==> src/rtl/countone_hls_deadlock_capture_ctrl.sv <==
// countone_hls_deadlock_capture_ctrl
// Arms on software request, debounces the monitor block flag for CONFIRM_CYCLES consecutive
// samples, then latches the AXIS block info plus a timestamp and raises a sticky interrupt.
// Counts confirmed deadlocks and rejected short pulses (both saturating).
// Optional feature: define DEADLOCK_CAPTURE_ACCUM_EN to OR together the info of every
// block-high sample in the confirm window instead of keeping only the first sample.
module countone_hls_deadlock_capture_ctrl #(
  parameter int unsigned INFO_WIDTH     = 9,
  parameter int unsigned CONFIRM_CYCLES = 16,
  parameter int unsigned TS_WIDTH       = 32,
  parameter int unsigned CNT_WIDTH      = 8
) (
  input  logic                  clock,
  input  logic                  reset_n,
  input  logic                  arm,
  input  logic                  clear,
  input  logic                  block,
  input  logic [INFO_WIDTH-1:0] axis_block_info,
  output logic [1:0]            state,
  output logic                  deadlock_irq,
  output logic [INFO_WIDTH-1:0] captured_info,
  output logic [TS_WIDTH-1:0]   capture_cycle,
  output logic [CNT_WIDTH-1:0]  deadlock_count,
  output logic [CNT_WIDTH-1:0]  glitch_count
);

  localparam int unsigned PersistWidth = $clog2(CONFIRM_CYCLES + 1);
  localparam logic [PersistWidth-1:0] PersistDone = PersistWidth'(CONFIRM_CYCLES);

  typedef enum logic [1:0] {
    StIdle    = 2'd0,
    StArmed   = 2'd1,
    StConfirm = 2'd2,
    StLatched = 2'd3
  } state_e;

  state_e                  state_q, state_d;
  logic [TS_WIDTH-1:0]     ts_q, ts_d, ts_inc;
  logic [PersistWidth-1:0] persist_q, persist_d, persist_inc;
  logic [INFO_WIDTH-1:0]   cand_info_q, cand_info_d;
  logic [TS_WIDTH-1:0]     cand_ts_q, cand_ts_d;
  logic [INFO_WIDTH-1:0]   captured_info_q, captured_info_d;
  logic [TS_WIDTH-1:0]     capture_cycle_q, capture_cycle_d;
  logic [CNT_WIDTH-1:0]    deadlock_count_q, deadlock_count_d;
  logic [CNT_WIDTH-1:0]    glitch_count_q, glitch_count_d;
  logic                    enter_latch;

  // Timestamp saturates rather than wrapping; persist cannot overflow since it stops at Done.
  assign ts_inc      = (ts_q == '1) ? ts_q : ts_q + TS_WIDTH'(1);
  assign persist_inc = persist_q + PersistWidth'(1);

  // State register
  always_ff @(posedge clock or negedge reset_n) begin
    if (!reset_n) begin
      state_q <= StIdle;
    end else begin
      state_q <= state_d;
    end
  end

  // Next-state logic; clear overrides every other transition
  always_comb begin
    state_d = state_q;
    if (clear) begin
      state_d = StIdle;
    end else begin
      case (state_q)
        StIdle:    if (arm) state_d = StArmed;
        StArmed:   if (block) state_d = (CONFIRM_CYCLES == 1) ? StLatched : StConfirm;
        StConfirm: begin
          if (!block) begin
            state_d = StArmed;
          end else if (persist_inc == PersistDone) begin
            state_d = StLatched;
          end
        end
        StLatched: state_d = StLatched;
        default:   state_d = StIdle;
      endcase
    end
  end

  assign enter_latch = (state_d == StLatched) && (state_q != StLatched);

  // Datapath next-state: timestamp, candidate capture, result latch and counters
  always_comb begin
    ts_d             = ts_q;
    persist_d        = persist_q;
    cand_info_d      = cand_info_q;
    cand_ts_d        = cand_ts_q;
    captured_info_d  = captured_info_q;
    capture_cycle_d  = capture_cycle_q;
    deadlock_count_d = deadlock_count_q;
    glitch_count_d   = glitch_count_q;
    if (clear) begin
      persist_d   = '0;
      cand_info_d = '0;
      cand_ts_d   = '0;
    end else begin
      case (state_q)
        StIdle: if (arm) ts_d = '0;
        StArmed: begin
          ts_d = ts_inc;
          if (block) begin
            cand_info_d = axis_block_info;
            cand_ts_d   = ts_q;
            persist_d   = PersistWidth'(1);
          end
        end
        StConfirm: begin
          ts_d = ts_inc;
          if (block) begin
            persist_d = persist_inc;
`ifdef DEADLOCK_CAPTURE_ACCUM_EN
            cand_info_d = cand_info_q | axis_block_info;
`endif
          end else begin
            // Short pulse: count it and drop the candidate
            glitch_count_d = (glitch_count_q == '1) ? glitch_count_q
                                                    : glitch_count_q + CNT_WIDTH'(1);
            persist_d   = '0;
            cand_info_d = '0;
            cand_ts_d   = '0;
          end
        end
        default: ;
      endcase
    end
    // Latch from the next-cycle candidate so a single-sample confirm captures this cycle's info
    if (enter_latch) begin
      captured_info_d  = cand_info_d;
      capture_cycle_d  = cand_ts_d;
      deadlock_count_d = (deadlock_count_q == '1) ? deadlock_count_q
                                                  : deadlock_count_q + CNT_WIDTH'(1);
    end
  end

  // Datapath registers
  always_ff @(posedge clock or negedge reset_n) begin
    if (!reset_n) begin
      ts_q             <= '0;
      persist_q        <= '0;
      cand_info_q      <= '0;
      cand_ts_q        <= '0;
      captured_info_q  <= '0;
      capture_cycle_q  <= '0;
      deadlock_count_q <= '0;
      glitch_count_q   <= '0;
    end else begin
      ts_q             <= ts_d;
      persist_q        <= persist_d;
      cand_info_q      <= cand_info_d;
      cand_ts_q        <= cand_ts_d;
      captured_info_q  <= captured_info_d;
      capture_cycle_q  <= capture_cycle_d;
      deadlock_count_q <= deadlock_count_d;
      glitch_count_q   <= glitch_count_d;
    end
  end

  // Outputs
  always_comb begin
    state          = state_q;
    deadlock_irq   = (state_q == StLatched);
    captured_info  = captured_info_q;
    capture_cycle  = capture_cycle_q;
    deadlock_count = deadlock_count_q;
    glitch_count   = glitch_count_q;
  end

endmodule

==> config.mk <==
export PLATFORM = sky130hd
export DESIGN_NAME = countone_hls_deadlock_capture_ctrl
export DESIGN_NICKNAME = d
export VERILOG_FILES = /design/src/rtl/countone_hls_deadlock_capture_ctrl.sv
export SDC_FILE = /design/constraint.sdc
export NUM_CORES = 1
export LEC_CHECK = 0
export ABC_AREA = 1
export BUFFER_PORTS_ARGS = -buffer_cell sky130_fd_sc_hd__buf_2
export CELL_PAD_IN_SITES_DETAIL_PLACEMENT = 0
export CELL_PAD_IN_SITES_GLOBAL_PLACEMENT = 2
export CORE_MARGIN = 8
export CORE_UTILIZATION = 38
export DETAILED_ROUTE_END_ITERATION = 16
export PLACE_DENSITY_LB_ADDON = 0.3
export SYNTH_ARGS = -nofsm -noshare
export SYNTH_HDL_FRONTEND = slang
export SYNTH_SLANG_ARGS = --single-unit
==> constraint.sdc <==
create_clock -name clock -period 4.8 [get_ports clock]
set_input_delay 0.24 -clock clock [delete_from_list [all_inputs] [get_ports clock]]
set_output_delay 0.24 -clock clock [all_outputs]
set_load 0.02 [all_outputs]
==> impl_metrics.prom, run 1 <==
# TYPE chip_impl_metric gauge
chip_impl_info{name="status",value="finished clean"} 1
chip_impl_info{name="timing.hold.worst_endpoint",value="cand_info_q[8]"} 1
chip_impl_metric{name="ant_nets",unit=""} 0
chip_impl_metric{name="finalSetupTns",unit="ns"} 0
chip_impl_metric{name="netlist_area_before_placement",unit="µm²"} 6790
chip_impl_metric{name="final_cell_area",unit="µm²"} 7890
chip_impl_metric{name="synthesized_nets",unit=""} 866
chip_impl_metric{name="timing.critical_path.buf_inv",unit=""} 5
chip_impl_metric{name="dp_hpwl",unit="mm"} 12.6
chip_impl_info{name="biggest_area_contributors_in_the_synthesized_netlist",value="dfrtp_1 (50%), nand2_1 (15%), o21ai_0 (5.1%)"} 1
chip_impl_metric{name="sw_frac_of_total",unit="%"} 37.7
chip_impl_metric{name="layout-area-overhead-vs-synth",unit="%"} 16.1
chip_impl_metric{name="synth_area_per_cell",unit="µm²"} 8.06
chip_impl_metric{name="average_wire_length_per_cell_after_detail_routing",unit="µm"} 15.9
chip_impl_metric{name="detailroute.via_count",unit=""} 5871
chip_impl_metric{name="fin_crit",unit="ns"} 3.20
chip_impl_metric{name="hold_viol_final",unit=""} 0
chip_impl_metric{name="netlist.area_leader.share",unit="%"} 50.5
chip_impl_metric{name="max_cap_viol_count",unit=""} 0
chip_impl_metric{name="drt-initial-drc-count",unit=""} 335
chip_impl_metric{name="pre_cts_ws",unit="ns"} 1.63
chip_impl_info{name="worstSetupStartpointType",value="flip-flop"} 1
chip_impl_metric{name="combinationalPowerShare",unit="%"} 25.8
chip_impl_metric{name="cpPeakStageDelay",unit="ns"} 0.76
chip_impl_metric{name="drt_first_pass_iters",unit=""} 5
chip_impl_metric{name="r2r_slack",unit="ns"} 1.60
chip_impl_info{name="critical-path-top-cell-by-count",value="inv_1"} 1
chip_impl_metric{name="ir_worst_vdd",unit="V"} 0.000268
chip_impl_metric{name="ys.warnings.count",unit=""} 0
chip_impl_metric{name="clock-skew-final",unit="ns"} 0.00876
chip_impl_info{name="tritoncts",value="built"} 1
chip_impl_metric{name="seq_power_share",unit="%"} 36.3
chip_impl_metric{name="critical_path_peak_fanout",unit=""} 32
chip_impl_metric{name="avgViaCountPerCell",unit=""} 5.12
chip_impl_metric{name="finalMaxSlewViolations",unit=""} 0
chip_impl_metric{name="antenna_cells",unit=""} 0
chip_impl_metric{name="achievable_clock_frequency",unit="GHz"} 0.312
chip_impl_metric{name="worst_case_reg_to_reg_path_depth",unit=""} 11
chip_impl_metric{name="netlist_instances",unit=""} 843
chip_impl_metric{name="numPortBuffers",unit=""} 73
chip_impl_metric{name="gpl.final_weighted_congestion",unit=""} 0.819
chip_impl_metric{name="multiInputGateArea",unit="µm²"} 2890
chip_impl_metric{name="postSynth.asyncResetShare",unit="%"} 100
chip_impl_metric{name="post-layout-total-power",unit="mW"} 3.53
chip_impl_info{name="worst_setup_path_end_kind",value="flip-flop"} 1
chip_impl_metric{name="max-clock-path-buffers",unit=""} 2
chip_impl_metric{name="layout.area.seq",unit="µm²"} 3430
chip_impl_metric{name="yosysSeqAreaShare",unit="%"} 50.5
chip_impl_metric{name="final_cells",unit=""} 1146
chip_impl_info{name="synthFlopType",value="dfrtp_1"} 1
chip_impl_metric{name="flip_flop_and_latch_count_after_synthesis",unit=""} 137
chip_impl_metric{name="switching_power_summed_over_all_nets",unit="mW"} 1.33
chip_impl_info{name="cts_root_buffer",value="clkbuf_16"} 1
chip_impl_metric{name="power.internal",unit="mW"} 2.20
chip_impl_metric{name="clockPowerShare",unit="%"} 37.9
chip_impl_metric{name="floorplan.initialDensity",unit="%"} 38.2
chip_impl_metric{name="final_critical_path_setup_slack",unit="ns"} 1.60
chip_impl_metric{name="floorplan.die_area",unit="µm²"} 22400
chip_impl_metric{name="layout-drive-gt1-share",unit="%"} 14.1
chip_impl_info{name="yosys.cell_count.top_type",value="nand2_1"} 1
chip_impl_info{name="cp_slowest_cell",value="nor3_4"} 1
chip_impl_metric{name="routed_wl",unit="mm"} 18.2
chip_impl_info{name="worst_r2r_endpoint",value="capture_cycle[17]"} 1
chip_impl_metric{name="wire_length_of_the_first_global_routing_pass",unit="mm"} 30.3
chip_impl_metric{name="die-width",unit="µm"} 150
chip_impl_metric{name="worst_slew_margin_rel",unit="%"} 41.2
chip_impl_info{name="critical_path.cell_chain",value="inv_1 -> ha_1 -> buf_4 -> inv_1 -> nor3_4 -> inv_1 -> o21ai_0 -> nand2_1 -> inv_1 -> nand2_1 -> nand2_1"} 1
chip_impl_info{name="critical_path_class",value="reg2reg"} 1
chip_impl_metric{name="placed_cells",unit=""} 1114
chip_impl_metric{name="final-setup-viol-count",unit=""} 0
chip_impl_info{name="rsz_0062_raised_after_global_routing",value="no"} 1
chip_impl_metric{name="pin_count",unit=""} 74
chip_impl_metric{name="number_of_nets_in_the_layout",unit=""} 928
chip_impl_metric{name="pwr_density_cell",unit="nW/µm²"} 448
chip_impl_metric{name="synth-edff-count",unit=""} 0
chip_impl_metric{name="holdPathStages",unit=""} 3
chip_impl_metric{name="fillerInstances",unit=""} 1828
chip_impl_metric{name="drc",unit=""} 0
chip_impl_metric{name="p_leak",unit="nW"} 3.91
chip_impl_metric{name="die_height",unit="µm"} 150
chip_impl_metric{name="worst_skew_pair_later_pin_latency",unit="ns"} 0.42
chip_impl_metric{name="ys_types",unit=""} 40
chip_impl_info{name="hold_path_class",value="in2reg"} 1
chip_impl_metric{name="vias_in_the_first_global_route",unit=""} 5891
chip_impl_metric{name="globalRouteTotalUtil",unit="%"} 17.0
chip_impl_metric{name="detailed_place.area",unit="µm²"} 7280
chip_impl_metric{name="tritoncts.num_buffers",unit=""} 17
chip_impl_metric{name="cts.htree.levels",unit=""} 4
chip_impl_metric{name="grt_max_degree",unit=""} 95
chip_impl_metric{name="worstMarginPinSlew",unit="ns"} 0.882
chip_impl_metric{name="antenna_violations_before_repair",unit=""} 0
chip_impl_info{name="hold_start",value="axis_block_info[8]"} 1
chip_impl_metric{name="path_clk_slew",unit="ns"} 0.07
chip_impl_metric{name="placeable_area",unit="µm²"} 17800
chip_impl_metric{name="worst-endpoint-required",unit="ns"} 5.15
chip_impl_info{name="synth_top_cells_by_count",value="nand2_1 (276), dfrtp_1 (137), inv_1 (71)"} 1
chip_impl_info{name="family_with_the_most_delay_on_the_worst_path",value="buffers and inverters"} 1
chip_impl_info{name="critical_path.reg2reg.startpoint",value="state[0]"} 1
chip_impl_metric{name="numClockSinks",unit=""} 137
chip_impl_metric{name="grt_remaining_overflow",unit=""} 0
chip_impl_metric{name="num_rows",unit=""} 49
chip_impl_metric{name="period_share",unit="%"} 66.7
chip_impl_info{name="synthDominantAreaCellType",value="dfrtp_1"} 1
chip_impl_metric{name="timing.critical_path.arrival",unit="ns"} 3.56
==> worst max path at each step <==
stage                   from                end  slack, ns  cells past startpoint
CTS                 state[0]  capture_cycle[17]       1.58                     11
floorplan           state[0]  capture_cycle[19]       2.81                     10
finish              state[0]  capture_cycle[17]       1.60                     11
global placement    state[0]  capture_cycle[18]       1.74                     11
global route        state[0]   capture_cycle[4]       1.32                     11
detailed placement  state[0]  capture_cycle[18]       1.63                     11
==> power groups by stage <==
stage          Combinational (mW)  Sequential [mW]  Clock [mW]
3_5_place_dp                0.914             1.30           0
2_1_floorplan               0.625             1.35           0
3_3_place_gp                0.900             1.30           0
6_report                    0.911             1.28        1.34
4_1_cts                     0.918             1.28        1.37
5_1_grt                      1.02             1.29        1.42
==> layer usage <==
layer	part of all wire, %	wire length [µm]	GRT usage [%]	vias to the layer above
li1	-	-	-	2872
met1	49	8870	23.0	2857
met2	45	8290	26.4	123
met3	4.6	847	4.23	19
met4	1.1	208	5.20	0
met5	0	0	0	-
==> stage by stage <==
stage	util, %	hold slack [ns]
floorplan	-	-0.0556
finish	44.3	0.0855
CTS	44.3	0.0697
detailed placement	40.9	0.411
global placement	40.9	0.407
global route	44.3	0.0824
==> cell families (layout without fill, tap and decap cells) <==
group	count (synthesis)	in the layout	share of synthesized area [%]
AO/OA/AOI/OAI	140	140	11.0
XOR/XNOR	15	15	1.93
adder cells (fa/ha/maj)	9	9	1.66
buffers and inverters	108	182	7.11
flip-flops	137	137	50.5
multiplexers	1	1	0.166
AND/OR/NAND/NOR	433	433	27.6
==> placed cells by master, fill, tap and decap left out, types with 10 or more instances in the layout <==
cell,synthesis,routed
o21ai_1,20,20
a21oi_1,37,37
nor3_1,16,16
nand3_1,46,46
nor2_1,47,47
nand2_1,276,276
inv_1,71,71
xor2_1,10,10
o21ai_0,69,69
buf_2,8,72
clkbuf_16,0,17
nand4_1,21,21
dfrtp_1,137,137
==> worst min-delay path: cells and delay by family <==
family	cells	cell delay, ns
AO/OA/AOI/OAI	1	0.07
buffers and inverters	1	0.09
AND/OR/NAND/NOR	1	0.05
==> repair_timing <==
item,in CTS,in global routing
setup endpoints to repair,0,0
setup buffers,0,0
endpoints found under the hold margin,93,0
hold buffers,1,0
gates resized for setup,0,0
==> final cells by class <==
type,instances,share of cell area (%)
sequential,137,43.5
multi-input combinational,598,36.6
clock buffer,18,5.57
timing repair buffer,78,5.22
tap,229,3.63
inverter,73,3.48
clock inverter,13,2.00
==> flip-flops by register name, summed over array words and instances, names as in the netlist, 5 cells and up <==
register	cells
cand_info_q	9
cand_ts_q	32
capture_cycle	32
captured_info	9
deadlock_count	8
glitch_count	8
persist_q	5
ts_q	32
Note: power is estimated with default switching activity, not from simulation.
==> run 2: changes to the inputs <==
--- a/config.mk
+++ b/config.mk
@@ -10,7 +10,7 @@
 export CELL_PAD_IN_SITES_DETAIL_PLACEMENT = 0
 export CELL_PAD_IN_SITES_GLOBAL_PLACEMENT = 2
 export CORE_MARGIN = 8
-export CORE_UTILIZATION = 38
+export CORE_UTILIZATION = 35
 export DETAILED_ROUTE_END_ITERATION = 16
 export PLACE_DENSITY_LB_ADDON = 0.3
 export SYNTH_ARGS = -nofsm -noshare
==> constraint.sdc (replaced) <==
create_clock -name clock -period 3.29 [get_ports clock]
set_input_delay 0.1645 -clock clock [delete_from_list [all_inputs] [get_ports clock]]
set_output_delay 0.1645 -clock clock [all_outputs]
set_load 0.02 [all_outputs]
==> run 2 against run 1 <==
Against the previous run:
- non-clock buffer count is 9 higher
- setup slack worse by 0.94 ns
- sequential share of layout area is 0.58 points lower
- critical path depth is 1 lower
- core utilization is 2.9 points lower
- combinational power is 53% higher
- sequential power is 46% higher
- die area is 7.6% higher
- global-route usage is 1.0 points lower
- routed wire length is 0.96% higher
- fmax is 22% higher
- via count is 2.3% lower
- critical endpoint is now ts_q[26]
==> impl_metrics.prom, run 2 (same netlist as run 1, synthesis figures left out) <==
# TYPE chip_impl_metric gauge
chip_impl_info{name="routed.top_layer",value="met4"} 1
chip_impl_metric{name="met2_wirelength",unit="mm"} 8.38
chip_impl_metric{name="worst_slew_margin_rel",unit="%"} 48.0
chip_impl_info{name="worst_setup_path_end_kind",value="flip-flop"} 1
chip_impl_info{name="rsz_0062_raised_after_global_routing",value="no"} 1
chip_impl_metric{name="die-width",unit="µm"} 155
chip_impl_metric{name="path_clk_slew",unit="ns"} 0.06
chip_impl_metric{name="layout-area-overhead-vs-synth",unit="%"} 17.6
chip_impl_info{name="critical_path_class",value="reg2reg"} 1
chip_impl_metric{name="antenna_violations_before_repair",unit=""} 0
chip_impl_info{name="status",value="finished clean"} 1
chip_impl_metric{name="avgViaCountPerCell",unit=""} 4.81
chip_impl_metric{name="finalMaxSlewViolations",unit=""} 0
chip_impl_metric{name="period_share",unit="%"} 80.1
chip_impl_metric{name="detailroute.via_count",unit=""} 5738
chip_impl_metric{name="drc",unit=""} 0
chip_impl_info{name="tritoncts",value="built"} 1
chip_impl_metric{name="max_cap_viol_count",unit=""} 0
chip_impl_metric{name="average_wire_length_per_cell_after_detail_routing",unit="µm"} 15.4
chip_impl_metric{name="tritoncts.num_buffers",unit=""} 17
chip_impl_metric{name="numClockSinks",unit=""} 137
chip_impl_metric{name="drt-initial-drc-count",unit=""} 322
chip_impl_metric{name="p_leak",unit="nW"} 3.94
chip_impl_metric{name="placeable_area",unit="µm²"} 19300
chip_impl_info{name="mostFrequentLayoutCell",value="nand2_1"} 1
chip_impl_metric{name="antenna_cells",unit=""} 0
chip_impl_metric{name="hold_viol_final",unit=""} 0
chip_impl_metric{name="grt_max_degree",unit=""} 81
chip_impl_info{name="hold_path_class",value="in2reg"} 1
chip_impl_metric{name="globalRouteTotalUtil",unit="%"} 16.0
chip_impl_metric{name="critical_path_peak_fanout",unit=""} 33
chip_impl_metric{name="worst_skew_pair_later_pin_latency",unit="ns"} 0.42
chip_impl_metric{name="number_of_nets_in_the_layout",unit=""} 937
chip_impl_metric{name="die_height",unit="µm"} 155
chip_impl_metric{name="wire_length_of_the_first_global_routing_pass",unit="mm"} 30.8
chip_impl_metric{name="final_cells",unit=""} 1192
chip_impl_metric{name="ir_worst_vdd",unit="V"} 0.000425
chip_impl_metric{name="cts.htree.levels",unit=""} 4
chip_impl_metric{name="gpl.final_weighted_congestion",unit=""} 0.851
chip_impl_metric{name="ant_nets",unit=""} 0
chip_impl_metric{name="vias_in_the_first_global_route",unit=""} 5766
chip_impl_metric{name="worstMarginPinSlew",unit="ns"} 0.780
chip_impl_metric{name="numPortBuffers",unit=""} 73
chip_impl_metric{name="clock-skew-final",unit="ns"} 0.00829
chip_impl_metric{name="layout-drive-gt1-share",unit="%"} 14.7
chip_impl_metric{name="routedLengthMet1",unit="mm"} 9.15
chip_impl_info{name="worstSetupStartpointType",value="flip-flop"} 1
chip_impl_metric{name="max-clock-path-buffers",unit=""} 2
chip_impl_metric{name="dp_hpwl",unit="mm"} 12.8
chip_impl_metric{name="worst-endpoint-required",unit="ns"} 3.58
chip_impl_metric{name="grt_remaining_overflow",unit=""} 0
chip_impl_metric{name="floorplan.die_area",unit="µm²"} 24100
chip_impl_metric{name="cts_setup_buffers",unit=""} 0
chip_impl_metric{name="timing.critical_path.arrival",unit="ns"} 2.92
chip_impl_metric{name="pin_count",unit=""} 74
chip_impl_metric{name="routed_wl",unit="mm"} 18.4
chip_impl_metric{name="core_util_final",unit="%"} 41.5
chip_impl_metric{name="final-setup-viol-count",unit=""} 0
chip_impl_metric{name="finalSetupTns",unit="ns"} 0
chip_impl_metric{name="fillerInstances",unit=""} 2087
chip_impl_info{name="cts_root_buffer",value="clkbuf_16"} 1
chip_impl_metric{name="fin_crit",unit="ns"} 2.63
chip_impl_metric{name="placed_cells",unit=""} 1157
chip_impl_metric{name="num_rows",unit=""} 51
chip_impl_metric{name="achievable_clock_frequency",unit="GHz"} 0.380
chip_impl_metric{name="drt_first_pass_iters",unit=""} 5
chip_impl_metric{name="floorplan.initialDensity",unit="%"} 35.2
chip_impl_metric{name="detailroute.wirelength.met3",unit="µm"} 630
chip_impl_info{name="mostFrequentLayoutCells",value="nand2_1 (276), dfrtp_1 (137), buf_2 (72), inv_1 (71), o21ai_0 (69)"} 1
chip_impl_metric{name="pwr_density_cell",unit="nW/µm²"} 639
==> run 2: critical path: stages (launching register included) <==
cell,delay (ns)
dfrtp_1,0.41
inv_1,0.16
ha_1,0.37
buf_4,0.36
nand4_1,0.14
nor3_1,0.14
nand2_1,0.10
nand2_2,0.23
inv_2,0.30
nand4_1,0.19
o21ai_1,0.07
==> run 2: area by class of cell <==
cell class              count  area (µm²)  share of cell area (%)
well taps                 265         332                    4.15
flip-flops and latches    137        3430                    42.9
repair buffers             87         497                    6.22
clock inverters            12         116                    1.46
inverters                  73         274                    3.43
clock buffers              20         457                    5.71
multi-input cells         598        2890                    36.1
==> run 2: layer usage <==
metal / global-route usage, % / vias to the layer above
met4: 5.45 / 0
met1: 22.2 / 2748
met3: 3.11 / 17
li1: - / 2885
met5: 0 / -
met2: 24.5 / 88
==> run 2: power by group <==
| group | switching [mW] | internal, mW |
|---|---|---|
| Combinational | 1.07 | 0.316 |
| Sequential | 0.0848 | 1.78 |
| Clock | 0.766 | 1.09 |
==> run 2: stage by stage <==
stage / power (mW) / setup slack, ns / hold slack, ns / instance area (µm²)
after CTS: 5.17 / 0.678 / 0.00199 / 7990
after detailed placement: 3.29 / 0.669 / 0.276 / 7390
after global placement: 3.29 / 0.752 / 0.288 / 7390
after global routing: 5.40 / 0.419 / 0.0309 / 7990
final: 5.10 / 0.656 / 0.0177 / 7990
after floorplan: 2.88 / 1.30 / -0.131 / 6790
==> run 2: worst paths after layout <==
check / startpoint / end / slack, ns / cells past startpoint
worst max register to register: state[0] / ts_q[26] / 0.66 / 10
worst min-delay path: axis_block_info[8] / cand_info_q[8] / 0.02 / 3
min in group asynchronous: reset_n / capture_cycle[8] / 0.34 / 2
max in group asynchronous: reset_n / cand_info_q[6] / 2.16 / 3
worst min register to register: capture_cycle[2] / capture_cycle[2] / 0.49 / 2
worst max-delay path: state[0] / ts_q[26] / 0.66 / 10
==> run 2: what timing repair did <==
action / CTS / global route
endpoints found under the hold margin: 80 / 0
hold buffers: 3 / 0
gates resized for setup: 0 / 0
